## src/rtl/pipe_hazard_ctrl.sv

```systemverilog
// Hazard and forwarding controller for the F/D/E/M/W pipeline: N-operand forwarding,
// load-use and PC-write stalls, and multicycle-execute hold. Optional perf counters: HAZARD_PERF_EN.
module pipe_hazard_ctrl #(
    parameter int unsigned NSRC    = 2,
    parameter int unsigned AW      = 4,
    parameter int unsigned PC_REG  = 15,
    parameter int unsigned MUL_LAT = 3
) (
    input  logic                 clk,
    input  logic                 reset,
    input  logic [NSRC*AW-1:0]   src_addr_d,
    input  logic [NSRC*AW-1:0]   src_addr_e,
    input  logic [AW-1:0]        rd_e,
    input  logic [AW-1:0]        rd_m,
    input  logic [AW-1:0]        rd_w,
    input  logic                 regwrite_e,
    input  logic                 regwrite_m,
    input  logic                 regwrite_w,
    input  logic                 memtoreg_e,
    input  logic                 pcsrc_d,
    input  logic                 pcsrc_e,
    input  logic                 pcsrc_m,
    input  logic                 pcsrc_w,
    input  logic                 branch_taken_e,
    input  logic                 mul_start_e,
    output logic [NSRC*2-1:0]    fwd_e,
    output logic                 stall_f,
    output logic                 stall_d,
    output logic                 stall_e,
    output logic                 flush_d,
    output logic                 flush_e,
    output logic                 bubble_m,
    output logic                 mul_busy,
    output logic                 mul_done
`ifdef HAZARD_PERF_EN
    ,
    output logic [31:0]          perf_stall_cnt,
    output logic [31:0]          perf_flush_cnt,
    output logic [31:0]          perf_mul_cnt
`endif
);

    localparam int unsigned CW = $clog2(MUL_LAT) + 1;
    localparam logic [CW-1:0] CNT_INIT = (MUL_LAT > 1) ? CW'(MUL_LAT - 2) : '0;

    typedef enum logic {IDLE, BUSY} state_t;

    state_t        state;
    logic [CW-1:0] cnt;
    logic          hold_raw;
    logic          done_raw;
    logic          mul_hold;
    logic          ldr_stall;
    logic          pc_pend;
    logic [NSRC*2-1:0] fwd_raw;

    function automatic logic [1:0] fwd_sel(input logic [AW-1:0] s);
        if (regwrite_m && rd_m == s && s != AW'(PC_REG)) return 2'b10;
        if (regwrite_w && rd_w == s && s != AW'(PC_REG)) return 2'b01;
        return 2'b00;
    endfunction

    // Multicycle execute tracker; a start seen in BUSY is the same held op.
    always_ff @(posedge clk) begin
        if (!reset) begin
            state <= IDLE;
            cnt   <= '0;
        end else begin
            case (state)
                IDLE: begin
                    if (mul_start_e && MUL_LAT != 1) begin
                        state <= BUSY;
                        cnt   <= CNT_INIT;
                    end
                end
                BUSY: begin
                    if (cnt != '0) cnt <= cnt - CW'(1);
                    else           state <= IDLE;
                end
                default: state <= IDLE;
            endcase
        end
    end

    always_comb begin
        hold_raw = 1'b0;
        done_raw = 1'b0;
        case (state)
            IDLE: begin
                hold_raw = mul_start_e && (MUL_LAT != 1);
                done_raw = mul_start_e && (MUL_LAT == 1);
            end
            BUSY: begin
                hold_raw = (cnt != '0);
                done_raw = (cnt == '0);
            end
            default: ;
        endcase
    end

    always_comb begin
        fwd_raw   = '0;
        ldr_stall = 1'b0;
        for (int i = 0; i < int'(NSRC); i++) begin
            fwd_raw[i*2 +: 2] = fwd_sel(src_addr_e[i*AW +: AW]);
            if (src_addr_d[i*AW +: AW] == rd_e) ldr_stall = memtoreg_e && regwrite_e;
        end
    end

    assign pc_pend  = pcsrc_d | pcsrc_e | pcsrc_m;
    assign mul_hold = reset & hold_raw;

    // While reset is low the pipeline is held empty: flush both, stall nothing.
    assign fwd_e    = reset ? fwd_raw : '0;
    assign stall_f  = reset & (ldr_stall | pc_pend | mul_hold);
    assign stall_d  = reset & (ldr_stall | mul_hold);
    assign stall_e  = mul_hold;
    assign bubble_m = mul_hold;
    assign flush_d  = ~reset | ((pc_pend | pcsrc_w | branch_taken_e) & ~mul_hold);
    assign flush_e  = ~reset | ((ldr_stall | branch_taken_e) & ~mul_hold);
    assign mul_busy = reset & (state == BUSY);
    assign mul_done = reset & done_raw;

`ifdef HAZARD_PERF_EN
    always_ff @(posedge clk) begin
        if (!reset) begin
            perf_stall_cnt <= '0;
            perf_flush_cnt <= '0;
            perf_mul_cnt   <= '0;
        end else begin
            perf_stall_cnt <= perf_stall_cnt + 32'(stall_d);
            perf_flush_cnt <= perf_flush_cnt + 32'(flush_e);
            perf_mul_cnt   <= perf_mul_cnt + 32'(mul_done);
        end
    end
`endif

endmodule
```

## config.mk

```make
export PLATFORM = sky130hd
export DESIGN_NAME = pipe_hazard_ctrl
export DESIGN_NICKNAME = d
export VERILOG_FILES = /design/src/rtl/pipe_hazard_ctrl.sv
export SDC_FILE = /design/constraint.sdc
export NUM_CORES = 1
export LEC_CHECK = 0
export ABC_AREA = 0
export CORE_UTILIZATION = 32
export DETAILED_ROUTE_END_ITERATION = 7
export PLACE_DENSITY = 0.79
export REMOVE_ABC_BUFFERS = 1
export SLEW_MARGIN = 20
export SYNTH_ARGS = -nofsm -noshare
export SYNTH_HDL_FRONTEND = slang
export SYNTH_SLANG_ARGS = --single-unit
```

## constraint.sdc

```tcl
create_clock -name clk -period 2.13 [get_ports clk]
set_clock_uncertainty 0.1 [all_clocks]
set_input_delay 0.426 -clock clk [delete_from_list [all_inputs] [get_ports clk]]
set_output_delay 0.426 -clock clk [all_outputs]
set_load 0.01 [all_outputs]
```

==> flow_summary.ini <==
[status]
violations = setup timing
outcome = complete, but fails checks

[timing]
finalSetupViolCount = 1
max_freq_mhz = 462.0
worst_pin_slew_ns = 0.2903
grt_setup_unrepaired = yes
setup-tns-final_ns = -0.03463
worst_slack_ns = -0.03463
hold_viol_final = 0
finalCritPeriodShare_pct = 101.6
max_slew_margin_pct = 80.50
period_needed_ns = 2.165
hold_slack_ns = 0.5140
drv_slew = 0

[hold_path]
hold_path.startpoint = mul_start_e
worstHoldPathType = in -> reg
hold_path_depth = 4

[power_and_ir_drop]
switching_share_pct = 35.97
pwr_density_cell_mw_per_mm2 = 359.6
ir_drop_v = 0.0002073
p_clk_share_pct = 21.2
p_leak_nw = 0.5987
p_int_w = 0.0003143
power.switching_w = 0.0001765
seqPwrFrac_pct = 17.8
power_frac_comb_pct = 61.0

[yosys]
synth-compound-area-share_pct = 12.65
ys_ff_latch = 4
synthTopCellsByArea = xnor2_1 16%, dfxtp_1 12%, xor2_1 11%, and2_1 7.8%, nor4_4 6.6%
ys_warn_count = 0
synthArstFlopShare_pct = 0
synth.distinct_cells = 29
synth_commonest_cells = 12 x xnor2_1, 8 x and2_1, 8 x xor2_1
synth_simple_gate_area_share_pct = 39.30
synth_top_area_share_pct = 16.34
yosysMostFrequentCell = xnor2_1
synth_largest_area_cell = xnor2_1
synthAdderAreaFrac_pct = 3.891
synthMuxAreaShare_pct = 1.556
synth_flop_cell = dfxtp_1
ys_seq_area_share_pct = 12.45
synth_top_family_by_area = simple AND/OR/NAND/NOR gates
synth-xor-area-share_pct = 27.24
netlist_instances = 83
synthesis.area_um2 = 643.1
syn_avg_cell_area_um2 = 7.748
synth_edf_count = 0

[detailed_routing]
route.detailed.drc = 0
vias_per_cell = 5.028
route.detailed.wl_per_inst_um = 15.45
drtAntennaViolNets = 0
drtPass1Iterations = 4
drt_iter0_markers = 12
num_vias = 890
routed_wl_mm = 2.735

[grt]
track_usage_pct = 24.17
overflow = 0
grt_pass1_wl_mm = 3.643
antenna_found_initial = 0
grt_max_degree = 13
grt_pass1_vias = 824

[cts]
clock_sinks = 4
cts.path.max_buffers = 2
htree_levels = 1
tritoncts = yes
clock_latency_ns = 0.25
clk_pin_slew_ns = 0.04
cts-buffers-inserted = 3
clock_tree.root_cell = clkbuf_4

[worst_setup_path]
cp-endpoint = flush_e
cp_top_family = buffers and inverters
slowest_delay_ns = 0.32
startpoint_type = flop
critPathBufInv = 4
crit_arrival_ns = 1.64
r2r_end = cnt[0]$_SDFFE_PN0P_
crit_chain = inv_2 -> ha_4 -> nor2b_4 -> a21oi_2 -> buf_4 -> buf_6 -> o311ai_2 -> buf_2
crit_path_max_fanout = 4
cpMaxStageDelayCell = dfxtp_2
path_depth = 8
reg2reg_depth = 8
r2r-start = cnt[0]$_SDFFE_PN0P_
r2r_slack_ns = 0.59
critPathKind = reg -> out
cp.required_ns = 1.60
startpoint = cnt[0]$_SDFFE_PN0P_
end_kind = output pin

[job]
cap_violations = 0

[placement]
dp_hpwl_mm = 1.993
gp_congestion = 0.8073
portBuffers = 51
place_ws_ns = -0.7049

[die]
start_util_pct = 35.69
core-area_mm2 = 0.001802
die_w_um = 46.83
design.die.area_mm2 = 0.002193
die_h_um = 46.83
pin_count = 52
rows = 15

[finish]
drive_above_1_share_pct = 46.05
syn_to_final_growth_pct = 112.3
fin_nets = 196
n_antenna_cell = 0
utilization_pct = 75.76
-- timing repair --
item / in CTS / in global routing
endpoints found under the hold margin: 0 / 0
setup endpoints to repair: 12 / 7
pin swaps: 12 / 15
gates resized for setup: 93 / 33
buffers inserted: 5 / 3
hold buffers: 0 / 0
-- tightest hold or removal path: stages --
cell and delay (ns):
dlymetal6s2s_1 0.10, mux2i_1 0.07, a21oi_1 0.15, nor2b_1 0.06
-- routing by layer --
metal	global-route usage, %	wire (µm)
met5	0	0
met4	12.57	87
met3	4.615	82
met2	42.50	1451
met1	27.61	1112
-- sequential cells by signal (all words and copies together) (netlist names) --
register,cells
cnt,3
state,1
-- power by group through the flow --
stage          Sequential, W  Clock (W)  Combinational (W)
2_1_floorplan      0.0000875          0           0.000102
3_3_place_gp       0.0000865          0           0.000249
3_5_place_dp       0.0000870          0           0.000259
4_1_cts            0.0000862   0.000105           0.000271
5_1_grt            0.0000880   0.000110           0.000318
6_report           0.0000874   0.000104           0.000300
-- how the worst min path moves through the flow --
stage	slack (ns)	endpoint
final	0.51	cnt[2]$_SDFFE_PN0P_
after global routing	0.54	cnt[0]$_SDFFE_PN0P_
after CTS	0.51	cnt[2]$_SDFFE_PN0P_
after detailed placement	0.47	cnt[2]$_SDFFE_PN0P_
after global placement	0.44	cnt[2]$_SDFFE_PN0P_
after floorplan	0.39	cnt[0]$_SDFFE_PN0P_
-- logic make-up after synthesis --
group / Yosys count
simple gates: 40
fa+ha+maj: 2
buf+inv: 4
compound gates: 12
xor+xnor: 20
flops: 4
mux: 1
-- area by class of cell --
cell class                      instances  area, µm²
Clock buffer                            3      22.52
Timing Repair Buffer                   68      539.3
Sequential cell                         4      81.33
Tap cell                               25      31.28
Multi-Input combinational cell         75      683.2
Inverter                                2      7.507
Fill cell                             149      436.7
-- layout by cell type (no fill, tap or decap), types with 3 or more instances in the layout --
master | Yosys | routed
clkdlybuf4s50_1 | 0 | 14
buf_4 | 1 | 14
dlygate4sd2_1 | 0 | 13
xnor2_1 | 12 | 12
buf_2 | 0 | 12
xor2_2 | 0 | 8
clkbuf_2 | 0 | 8
nand3_1 | 6 | 6
and2_1 | 8 | 6
nand4_1 | 4 | 4
nand2_1 | 4 | 4
nor2_1 | 4 | 3
clkbuf_4 | 0 | 3
dfxtp_1 | 4 | 3
buf_6 | 0 | 3
-- metrics by stage --
step                      std cells  total power (W)  area, µm²
after floorplan                  81        0.0001891      631.9
after global placement          166        0.0003354       1241
after detailed placement        166        0.0003461       1241
after CTS                       174        0.0004623       1329
after global routing            177        0.0005161       1365
final                           177        0.0004908       1365
Power figures use the tool's default switching activity.
